## config.mk

```make
export PLATFORM = sky130hd
export DESIGN_NAME = md_run_controller
export DESIGN_NICKNAME = d
export VERILOG_FILES = /design/src/rtl/md_run_controller.sv
export SDC_FILE = /design/constraint.sdc
export NUM_CORES = 1
export LEC_CHECK = 0
export CAP_MARGIN = 20
export CORE_UTILIZATION = 46
export DETAILED_ROUTE_END_ITERATION = 8
export GPL_ROUTABILITY_DRIVEN = 0
export PLACE_DENSITY = 0.89
export SYNTH_ARGS = -nofsm -noshare
export SYNTH_HDL_FRONTEND = slang
export SYNTH_SLANG_ARGS = --single-unit
```

## constraint.sdc

```tcl
create_clock -name clk -period 3.8 [get_ports clk]
set_clock_uncertainty 0.1 [all_clocks]
set_input_delay 0.76 -clock clk [delete_from_list [all_inputs] [get_ports clk]]
set_output_delay 0.76 -clock clk [all_outputs]
set_load 0.005 [all_outputs]
```

## src/rtl/md_run_controller.sv

```systemverilog
// Run-level sequencer for the MD core: start pulses, timestep counting, watchdog, profiling.
// Optional perf counters (total_cycles, rl_cycles) are built only when MD_RUN_PERF_EN is defined.
module md_run_controller #(
  parameter int NUM_CELLS     = 125,
  parameter int ITER_WIDTH    = 16,
  parameter int TIMEOUT_WIDTH = 24,
  parameter int START_GAP     = 4
) (
  input  logic                     clk,
  input  logic                     rst,
  input  logic                     run_req,
  input  logic                     abort,
  input  logic [ITER_WIDTH-1:0]    num_iters,
  input  logic [TIMEOUT_WIDTH-1:0] timeout_cycles,
  input  logic [NUM_CELLS-1:0]     reading_done,
  input  logic                     mu_done,
  output logic                     start,
  output logic                     busy,
  output logic [ITER_WIDTH-1:0]    iter_count,
  output logic [TIMEOUT_WIDTH-1:0] last_iter_cycles,
  output logic                     run_done,
  output logic                     timeout_err,
  output logic [39:0]              total_cycles,
  output logic [39:0]              rl_cycles
);

  localparam int GAP_W = (START_GAP > 1) ? $clog2(START_GAP) : 1;

  typedef enum logic [2:0] {
    S_IDLE, S_LAUNCH, S_WAIT, S_GAP, S_DONE, S_ERR
  } state_t;

  state_t                   state_q, state_d;
  logic [ITER_WIDTH-1:0]    niters_q, niters_d;
  logic [TIMEOUT_WIDTH-1:0] tmo_q, tmo_d;
  logic [ITER_WIDTH-1:0]    iter_count_q, iter_count_d;
  logic [TIMEOUT_WIDTH-1:0] last_iter_cycles_q, last_iter_cycles_d;
  logic [TIMEOUT_WIDTH-1:0] cyc_q, cyc_d;
  logic [GAP_W-1:0]         gap_q, gap_d;
  logic                     timeout_err_q, timeout_err_d;
  logic                     run_done_q, run_done_d;
  logic                     accept;
  logic [ITER_WIDTH-1:0]    iter_inc;

  function automatic logic [TIMEOUT_WIDTH-1:0] sat_inc_cyc(input logic [TIMEOUT_WIDTH-1:0] v);
    return (&v) ? v : v + 1'b1;
  endfunction

  function automatic logic [39:0] sat_inc_perf(input logic [39:0] v);
    return (&v) ? v : v + 1'b1;
  endfunction

  assign iter_inc = iter_count_q + 1'b1;
  assign accept   = run_req && !abort && ((state_q == S_IDLE) || (state_q == S_ERR));

  always_comb begin
    state_d            = state_q;
    niters_d           = niters_q;
    tmo_d              = tmo_q;
    iter_count_d       = iter_count_q;
    last_iter_cycles_d = last_iter_cycles_q;
    cyc_d              = cyc_q;
    gap_d              = gap_q;
    timeout_err_d      = timeout_err_q;
    // run_done is registered off the DONE state, so an abort in DONE suppresses it
    run_done_d         = (state_q == S_DONE) && !abort;
    if (abort) begin
      state_d = S_IDLE;
    end else begin
      case (state_q)
        S_IDLE, S_ERR: begin
          if (run_req) begin
            niters_d      = num_iters;
            tmo_d         = timeout_cycles;
            iter_count_d  = '0;
            timeout_err_d = 1'b0;
            state_d       = (num_iters == '0) ? S_DONE : S_LAUNCH;
          end
        end
        S_LAUNCH: begin
          cyc_d   = TIMEOUT_WIDTH'(1);
          state_d = S_WAIT;
        end
        S_WAIT: begin
          cyc_d = sat_inc_cyc(cyc_q);
          // a completion landing on the watchdog cycle still counts as success
          if (mu_done) begin
            last_iter_cycles_d = cyc_q;
            iter_count_d       = iter_inc;
            gap_d              = '0;
            state_d            = (iter_inc == niters_q) ? S_DONE : S_GAP;
          end else if ((tmo_q != '0) && (cyc_q == tmo_q)) begin
            timeout_err_d = 1'b1;
            state_d       = S_ERR;
          end
        end
        S_GAP: begin
          if (gap_q == GAP_W'(START_GAP - 1)) begin
            state_d = S_LAUNCH;
          end else begin
            gap_d = gap_q + 1'b1;
          end
        end
        S_DONE: begin
          state_d = S_IDLE;
        end
        default: begin
          state_d = S_IDLE;
        end
      endcase
    end
  end

  always_ff @(posedge clk or negedge rst) begin
    if (!rst) begin
      state_q            <= S_IDLE;
      niters_q           <= '0;
      tmo_q              <= '0;
      iter_count_q       <= '0;
      last_iter_cycles_q <= '0;
      cyc_q              <= '0;
      gap_q              <= '0;
      timeout_err_q      <= 1'b0;
      run_done_q         <= 1'b0;
    end else begin
      state_q            <= state_d;
      niters_q           <= niters_d;
      tmo_q              <= tmo_d;
      iter_count_q       <= iter_count_d;
      last_iter_cycles_q <= last_iter_cycles_d;
      cyc_q              <= cyc_d;
      gap_q              <= gap_d;
      timeout_err_q      <= timeout_err_d;
      run_done_q         <= run_done_d;
    end
  end

  assign start            = (state_q == S_LAUNCH);
  assign busy             = (state_q == S_LAUNCH) || (state_q == S_WAIT) || (state_q == S_GAP);
  assign iter_count       = iter_count_q;
  assign last_iter_cycles = last_iter_cycles_q;
  assign run_done         = run_done_q;
  assign timeout_err      = timeout_err_q;

`ifdef MD_RUN_PERF_EN
  logic [39:0] total_q, total_d;
  logic [39:0] rl_q, rl_d;

  always_comb begin
    total_d = total_q;
    rl_d    = rl_q;
    if (accept) begin
      total_d = '0;
      rl_d    = '0;
    end else if (state_q == S_WAIT) begin
      total_d = sat_inc_perf(total_q);
      if (!(&reading_done)) begin
        rl_d = sat_inc_perf(rl_q);
      end
    end
  end

  always_ff @(posedge clk or negedge rst) begin
    if (!rst) begin
      total_q <= '0;
      rl_q    <= '0;
    end else begin
      total_q <= total_d;
      rl_q    <= rl_d;
    end
  end

  assign total_cycles = total_q;
  assign rl_cycles    = rl_q;
`else
  logic unused_perf_inputs;
  assign unused_perf_inputs = (&reading_done) ^ accept ^ (^sat_inc_perf('0));
  assign total_cycles       = '0;
  assign rl_cycles          = '0;
`endif

endmodule

```

# Word level (Yosys, flattened, before mapping)
# Index checks and enable logic that the tools add are counted.
# Widths: inputs -> output; s select.
# classes
n_mux	20
bitwise_logic	1
add_sub_neg	3
n_reduce_logical	20
eq_ne	17
# op_table
op	n
$pmux 24 s2	1
$mux 16	2
$pmux 16 s2	1
$add 24x1->24 const B	1
$eq 24x24->1	1
$mux 24	1
$reduce_and 24->1	1
$reduce_bool 24->1	1
$mux 3	7
$add 16x1->16 const B	1
$eq 16x16->1	1
$logic_not 16->1	1
$ne 2x2->1 const B	6
$pmux 3 s4	1
$reduce_and 3->1	4
$reduce_and 4->1	2
$eq 3x2->1 const B	2
$eq 3x3->1 const B	2
$ne 3x3->1 const B	2
$reduce_bool 2->1	3
$reduce_and 5->1	1
$mux 2	2
$ne 4x4->1 const B	1
$pmux 2 s2	1
11 further kinds	15
# word_totals
word_cells	70
in_bits	170
regBits	111
out_inout_bits	124

# Longest topological paths before layout
# Gate-level depths: netlist of the first run.
# logic_depth
word_depth	6
depth_mapped	9
depth_no_buf	8

# Least setup slack after synthesis of the first run
# No wires, ideal clock.
# synth_path
path_type	register -> register
startpoint	register iter_count_q[1], in the netlist iter_count[1]
endpoint	register state_q[1]
slack_ns	1.382
arrival_time_ns	2.190
synth_period_minus_slack_ns	2.418
path_stages_with_launch	10
cell_sequence	dfrtp_1 > ha_1 > buf_2 > nand3_1 > nor4_1 > xnor2_1 > o2111ai_1 > a2111oi_4 > or2_2 > o21ai_0
# synth_between
elab_chain_cells	6
# synth_lines
element	line	rtl
start: declaration	36	logic [ITER_WIDTH-1:0] iter_count_q, iter_count_d;
start signal: assignment	129	iter_count_q <= iter_count_d;
$add 16x1->16	53	assign iter_inc = iter_count_q + 1'b1;
$eq 16x16->1	91	state_d = (iter_inc == niters_q) ? S_DONE : S_GAP;
$mux 3	91	
$mux 3	87	if (mu_done) begin
$pmux 3 s4	70	case (state_q)
$mux 3	67	if (abort) begin
end signal: assignment	126	state_q <= state_d;
end: declaration	33	state_t state_q, state_d;
# Every way passes these cells.
# A chain may end at the register's enable or synchronous reset.

# Final worst setup path of the first run
# layout_path
startpoint	register state_q[0]
endpoint	register last_iter_cycles_q[2], in the netlist last_iter_cycles[2]
# layout_between
elab_chain_cells	2
# layout_lines
element	line	rtl
$eq 3x2->1	70	
$reduce_and 3->1 (no source line)	--	
end signal: assignment	130	last_iter_cycles_q <= last_iter_cycles_d;
end: declaration	37	logic [TIMEOUT_WIDTH-1:0] last_iter_cycles_q, last_iter_cycles_d;
# Every way passes these cells.

==> results of run 1 <==
## path summary, 6_finish.rpt
path,cells after the start,startpoint,to
worst max-delay path,7,state_q[0],last_iter_cycles[2]
worst max register to register,7,state_q[0],last_iter_cycles[2]
worst min register to register,2,last_iter_cycles[9],last_iter_cycles[9]
worst min-delay path,2,last_iter_cycles[9],last_iter_cycles[9]
max in group asynchronous,2,rst,niters_q[0]
min in group asynchronous,1,rst,last_iter_cycles[10]
## state kept, by name, indices dropped and copies added (netlist names)
register and count:
cyc_q 24, gap_q 2, iter_count 16, last_iter_cycles 24, niters_q 16, run_done 1
state_q 3, timeout_err 1, tmo_q 24
## power breakdown
| part | leakage, nW | internal [W] | switching [W] | total (W) |
|---|---|---|---|---|
| logic | 1.69 | 0.000674 | 0.000594 | 0.00127 |
| clock network | 0.151 | 0.000507 | 0.000445 | 0.000953 |
| registers | 1.45 | 0.00147 | 0.000351 | 0.00182 |
## placed cells by master (no fill, tap or decap), types with 3 or more instances in the layout
cell | netlist | layout
sky130_fd_sc_hd__nor4_1 | 22 | 22
sky130_fd_sc_hd__or3_1 | 6 | 6
sky130_fd_sc_hd__nand2b_1 | 8 | 8
sky130_fd_sc_hd__and4_1 | 3 | 3
sky130_fd_sc_hd__xnor2_1 | 29 | 29
sky130_fd_sc_hd__dfrtp_1 | 111 | 111
sky130_fd_sc_hd__mux2i_1 | 4 | 4
sky130_fd_sc_hd__conb_1 | 1 | 80
sky130_fd_sc_hd__a31oi_1 | 7 | 7
sky130_fd_sc_hd__nand2_1 | 99 | 99
sky130_fd_sc_hd__a21oi_1 | 14 | 14
sky130_fd_sc_hd__o31ai_1 | 9 | 9
sky130_fd_sc_hd__clkinv_4 | 0 | 3
sky130_fd_sc_hd__buf_4 | 83 | 6
sky130_fd_sc_hd__nand4_1 | 15 | 15
sky130_fd_sc_hd__clkdlybuf4s50_1 | 0 | 87
sky130_fd_sc_hd__o21ai_0 | 45 | 45
sky130_fd_sc_hd__a22o_1 | 5 | 5
sky130_fd_sc_hd__and3_1 | 13 | 13
sky130_fd_sc_hd__or4_1 | 5 | 5
sky130_fd_sc_hd__o211ai_1 | 3 | 3
sky130_fd_sc_hd__nand3_1 | 22 | 22
sky130_fd_sc_hd__inv_1 | 8 | 8
sky130_fd_sc_hd__xor2_1 | 24 | 24
sky130_fd_sc_hd__mux2_2 | 42 | 42
sky130_fd_sc_hd__nor2_1 | 31 | 31
sky130_fd_sc_hd__clkbuf_16 | 0 | 9
sky130_fd_sc_hd__nand4b_1 | 3 | 3
sky130_fd_sc_hd__ha_1 | 3 | 3
sky130_fd_sc_hd__clkbuf_8 | 0 | 3
sky130_fd_sc_hd__o41ai_1 | 4 | 4
sky130_fd_sc_hd__nor3_1 | 11 | 11
## tightest hold or removal path, cell delays in order, from the launching register on
cell,delay [ns]
sky130_fd_sc_hd__dfrtp_1,0.34
sky130_fd_sc_hd__nand2_1,0.05
sky130_fd_sc_hd__nand2_1,0.05
## cell families after synthesis
logic type,count (synthesis)
AND/OR/NAND/NOR,247
buffers and inverters,123
flip-flops,111
AO/OA/AOI/OAI,104
XOR/XNOR,53
multiplexers,46
adder cells (fa/ha/maj),3
other,1
## metrics by stage
| stage | hold WS, ns | area [um^2] | utilization |
|---|---|---|---|
| after global placement | 0.361 | 7190 | 0.520 |
| after detailed placement | 0.364 | 7190 | 0.520 |
| final | 0.375 | 7490 | 0.542 |
| after floorplan | 0.364 | 6790 | - |
| after CTS | 0.383 | 7490 | 0.542 |
| after global routing | 0.406 | 7490 | 0.542 |
## final cells by class
type | instances | area, um^2 | area share
clock buffer | 12 | 267 | 0.0356
timing repair buffer | 94 | 936 | 0.125
sequential | 111 | 2780 | 0.371
multi-input combinational | 533 | 3220 | 0.430
inverter | 8 | 30.0 | 0.00401
clock inverter | 4 | 37.5 | 0.00501
tap | 180 | 225 | 0.0301
## per-layer routing
| metal | global-route usage | vias to the layer above |
|---|---|---|
| met5 | 0 | - |
| met4 | 0.0941 | 0 |
| met3 | 0.0505 | 30 |
| met2 | 0.319 | 248 |
| met1 | 0.290 | 2461 |
| li1 | - | 2391 |
==> flow_metrics.tcl, run 1 <==
set metrics [dict create \
    detailed_place_hpwl_mm 10.8 \
    ys_async_sr_fraction 1.00 \
    final_min_period_over_clock_period 0.794 \
    fin_tns_setup_ns 0 \
    totalWireLength_mm 14.7 \
    fmaxAchievable_ghz 0.331 \
    max_cap_violations 0 \
    post-synth-top-count-cell "sky130_fd_sc_hd__dfrtp_1" \
    met2WireLength_mm 6.60 \
    detailedRoute.firstIterationViolations 341 \
    number_of_global_route_vias_before_repair 4785 \
    final_setup_violations 0 \
    timing.critical_path.slowest_stage_cell "sky130_fd_sc_hd__and2_1" \
    synth.yosys.warnings 0 \
    cell_type_contributing_the_most_total_cell_area_after_synthesis "sky130_fd_sc_hd__dfrtp_1" \
    syn-cell-area_mm2 0.00649 \
    worstMarginPinSlew_ns 0.892 \
    period_needed_ns 3.02 \
    floorplan.io_pins 294 \
    powerDensity_mw_per_mm2 540 \
    cts.clk_slew.worst_paths_ns 0.08 \
    layout.nets 930 \
    post_drt_via_cell_ratio 5.45 \
    die_width_um 121 \
    yosys.area_share.adder 0.00578 \
    postCtsResizedCells 0 \
    critical_path_class "flip-flop to flip-flop" \
    vias 5130 \
    post_cts_buffers 0 \
    synth_area_leaders "sky130_fd_sc_hd__dfrtp_1 (43%), sky130_fd_sc_hd__buf_4 (9.6%), sky130_fd_sc_hd__mux2_2 (7.3%), sky130_fd_sc_hd__nand2_1 (5.7%), sky130_fd_sc_hd__xnor2_1 (3.9%)" \
    place_inst 926 \
    synthTopCellsByCount "sky130_fd_sc_hd__dfrtp_1 (111), sky130_fd_sc_hd__nand2_1 (99), sky130_fd_sc_hd__buf_4 (83), sky130_fd_sc_hd__o21ai_0 (45), sky130_fd_sc_hd__mux2_2 (42)" \
    total_of_flip_flops_plus_latches_after_synthesis 111 \
    timing.final.ws_setup_ns 0.783 \
    timing.critical_path.from_type "flip-flop" \
    drt_drc_violations_left 0 \
    first_pass_grt_wire_length_mm 24.0 \
    cts-root-buf "sky130_fd_sc_hd__clkbuf_16" \
    met3RoutedLength_mm 1.11 \
    grt_max_degree 68 \
    crit_fanout 20 \
    worstSkewPairLatency_ns 0.36 \
    grt-ovfl-total 0 \
    cts_hold_buffers 0 \
    yosysUniqueCellTypes 55 \
    place_worst_setup_slack_ns 0.646 \
    post_synth_and_or_nand_nor_area_fraction 0.191 \
    critPathBufInv 1 \
    timing.critical_path.required_ns 4.00 \
    run_status "finished, final reports clean" \
    critical_path.cell_chain "nor2_1 -> nand2_1 -> nor2_1 -> and2_1 -> buf_4 -> nand2_1 -> nand2_1" \
    power_leakage_nw 3.30 \
    maxUsedRoutingLayer "met4" \
    cts_tree "yes" \
    slew_viol_final 0 \
    m1WireLength_mm 6.68 \
    critical_path.top_delay_family "simple AND/OR/NAND/NOR gates" \
    core_region_area_mm2 0.0138 \
    cp-end-kind "flip-flop" \
    post_synth_xor_area_fraction 0.0715 \
    maxSlewHeadroom 0.400 \
    synth.avg_cell_area_um2 9.43 \
    crit_arrival_ns 3.22 \
    timing.hold.worst.class "flip-flop to flip-flop" \
    dieArea_mm2 0.0146 \
    initial_utilization 0.469 \
    drt_first_pass_iters 5 \
    fillCellCount 1184 \
    htree_num_levels 3 \
    cts.path.max_buffers 2 \
    route.antenna.remaining_nets 0 \
    tritoncts.num_buffers 9 \
    n_antenna_cell 0 \
    ir_worst_vdd_uv 301 \
    detail_route.wl_per_cell_um 15.6 \
    total_power_w 0.00404 \
    area_fraction_in_compound_gates_after_synthesis 0.102 \
    max_stage_delay_ns 0.75 \
    synth_sequential_area_ratio 0.428 \
    row_count 43 \
    antenna_found_initial 0 \
    unrepaired_setup_endpoints_after_global_routing "false" \
    portion_of_synthesized_cell_area_occupied_by_the_leading_cell_type 0.428 \
    finalNonFillerCells 942 \
    post_synth_mux_area_share 0.0790 \
    synthesis.instances 688 \
    critPathMostFrequentCell "sky130_fd_sc_hd__nand2_1" \
    track_usage 0.212 \
    layout-drive-gt1-share 0.0958 \
    finalHoldViolCount 0 \
    timing.reg2reg.setup_slack_ns 0.78 \
    io_buffer_count 88 \
    layout-area-overhead-vs-synth_pct 15.4 \
    floorplan.die.height_um 121 \
    synth_top_family_by_area "simple AND/OR/NAND/NOR gates" \
    cts_sinks 111 \
    number_of_flops_mapped_to_enable_cells_by_yosys 0 \
    postSynth.topFlopCell "sky130_fd_sc_hd__dfrtp_1" \
]
No activity file was read; power rests on OpenSTA's default activity.
==> run 2, diff against run 1 <==
--- a/config.mk
+++ b/config.mk
@@ -6,10 +6,10 @@
 export NUM_CORES = 1
 export LEC_CHECK = 0
 export CAP_MARGIN = 20
-export CORE_UTILIZATION = 46
+export CORE_UTILIZATION = 38
 export DETAILED_ROUTE_END_ITERATION = 8
 export GPL_ROUTABILITY_DRIVEN = 0
-export PLACE_DENSITY = 0.89
+export PLACE_DENSITY = 0.79
 export SYNTH_ARGS = -nofsm -noshare
 export SYNTH_HDL_FRONTEND = slang
 export SYNTH_SLANG_ARGS = --single-unit
==> constraint.sdc (replaced) <==
create_clock -name clk -period 2.7 [get_ports clk]
set_clock_uncertainty 0.1 [all_clocks]
set_input_delay 0.54 -clock clk [delete_from_list [all_inputs] [get_ports clk]]
set_output_delay 0.54 -clock clk [all_outputs]
set_load 0.005 [all_outputs]
==> run 2 against run 1 <==
  * Count of clock-buffer cells in the layout is 2 lower
  * Highest routed layer unchanged
  * Total power is 41% higher
  * Combinational power is 55% higher
==> flow_metrics.tcl, run 2 (same netlist as run 1, synthesis figures left out) <==
set metrics [dict create \
    run_status "finished, final reports clean" \
    placed_cell_area_mm2 0.00753 \
    crit_arrival_ns 2.68 \
    totalWireLength_mm 15.2 \
    htree_num_levels 3 \
    io_buffer_count 88 \
    initial_utilization 0.390 \
    tritoncts.num_buffers 9 \
    vias 5236 \
    slew_viol_final 0 \
    layout.nets 967 \
    finalHoldViolCount 0 \
    grt-ovfl-total 0 \
    detailedRoute.firstIterationViolations 333 \
    power_leakage_nw 3.46 \
    ir_worst_vdd_uv 362 \
    timing.critical_path.required_ns 2.83 \
    detailed_place_hpwl_mm 11.6 \
    cp-end-kind "flip-flop" \
    n_antenna_cell 0 \
    timing.final.ws_setup_ns 0.151 \
    grt_max_degree 46 \
    max_stage_delay_ns 0.44 \
    cts.clk_slew.worst_paths_ns 0.07 \
    row_count 47 \
    timing.hold.worst.class "input port to async pin" \
    track_usage 0.177 \
    post_cts_buffers 0 \
    dieArea_mm2 0.0176 \
    drt_first_pass_iters 5 \
    place_worst_setup_slack_ns 0.120 \
    timing.critical_path.from_type "flip-flop" \
    fmaxAchievable_ghz 0.392 \
    critical_path.cell_chain "buf_4 -> nand4_1 -> nor4_4 -> xnor2_1 -> a2111o_1 -> a2111oi_4 -> or2_2 -> o21ai_0" \
    period_needed_ns 2.55 \
    max_cap_violations 0 \
    cts.path.max_buffers 2 \
    core_region_area_mm2 0.0166 \
    post_drt_via_cell_ratio 5.15 \
    first_pass_grt_wire_length_mm 24.6 \
    cts-root-buf "sky130_fd_sc_hd__clkbuf_16" \
    timing.critical_path.slowest_stage_cell "sky130_fd_sc_hd__a2111o_1" \
    cts_tree "yes" \
    floorplan.io_pins 294 \
    worstSkewPairLatency_ns 0.36 \
    powerDensity_mw_per_mm2 731 \
    critical_path_class "flip-flop to flip-flop" \
    fin_worst_hold_slack_ns 0.0398 \
    cts_sinks 111 \
    antenna_found_initial 0 \
    die_width_um 133 \
    route.antenna.remaining_nets 0 \
    final_setup_violations 0 \
    layout-drive-gt1-share 0.141 \
    number_of_global_route_vias_before_repair 4862 \
    cts_hold_buffers 0 \
    total_power_w 0.00571 \
    commonest_cells_after_routing_fill_and_taps_aside "sky130_fd_sc_hd__dfrtp_1 (110), sky130_fd_sc_hd__nand2_1 (99), sky130_fd_sc_hd__clkdlybuf4s50_1 (87), sky130_fd_sc_hd__conb_1 (80), sky130_fd_sc_hd__o21ai_0 (45)" \
    fillCellCount 1560 \
    drt_drc_violations_left 0 \
    final_instance_area_mm2 0.00781 \
    floorplan.die.height_um 133 \
    layout-area-overhead-vs-synth_pct 20.3 \
    detail_route.wl_per_cell_um 15.0 \
    crit_fanout 6 \
    final_min_period_over_clock_period 0.944 \
    layout_commonest_cell "sky130_fd_sc_hd__dfrtp_1" \
]
-- run 2: cell count changes in the layout (fill, tap and decap cells not counted), sizes merged --
cell / before / now
buf: 7 / 44
clkinv: 3 / 0
clkinvlp: 0 / 3
clkbuf: 12 / 10
-- run 2: final cells by class --
type | count | area [um^2] | area share
Clock inverter | 4 | 31.3 | 0.00401
Clock buffer | 10 | 239 | 0.0306
Timing Repair Buffer | 131 | 1230 | 0.157
Sequential cell | 111 | 2780 | 0.356
Inverter | 8 | 30.0 | 0.00385
Tap cell | 220 | 275 | 0.0353
Multi-Input combinational cell | 533 | 3230 | 0.413
-- run 2: worst paths after layout --
kind | from | end | slack (ns) | depth (start not counted)
max | iter_count[0] | state_q[1] | 0.15 | 8
min | rst | last_iter_cycles[5] | 0.04 | 1
max reg2reg | iter_count[0] | state_q[1] | 0.15 | 8
min reg2reg | last_iter_cycles[9] | last_iter_cycles[9] | 0.37 | 2
max in group asynchronous | rst | niters_q[11] | 1.65 | 2
min in group clk | last_iter_cycles[9] | last_iter_cycles[9] | 0.37 | 2
-- run 2: report_power, final --
group / internal [W] / switching, W / leakage (nW) / total, W
Combinational: 0.00106 / 0.000916 / 1.88 / 0.00197
Clock: 0.000645 / 0.000613 / 0.123 / 0.00126
Sequential: 0.00207 / 0.000402 / 1.45 / 0.00248
-- run 2: repair_timing --
action	4_1_cts	5_1_grt
hold endpoints to repair	0	0
gates resized for setup	0	4
endpoints found under the setup margin	0	4
-- run 2: per-stage QoR --
step / instances / setup TNS [ns] / utilization
global placement: 1003 / 0 / 0.452
CTS: 1017 / 0 / 0.468
global route: 1017 / -0.00292 / 0.469
floorplan: 767 / 0 / -
finish: 1017 / 0 / 0.469
detailed placement: 1003 / 0 / 0.452
-- run 2: metal layers --
metal,vias up,global-route usage,wire (um)
li1,2465,-,-
met2,226,0.270,6720
met3,25,0.0314,915
met5,-,0,0
met4,0,0.0754,370
met1,2520,0.247,7210
-- run 2: critical path: cells and delay by family, from the launching register on --
kind            cells  cell delay (ns)
flops               1             0.43
simple gates        3             0.78
xor+xnor            1             0.11
compound gates      3             0.84
buf+inv             1             0.17
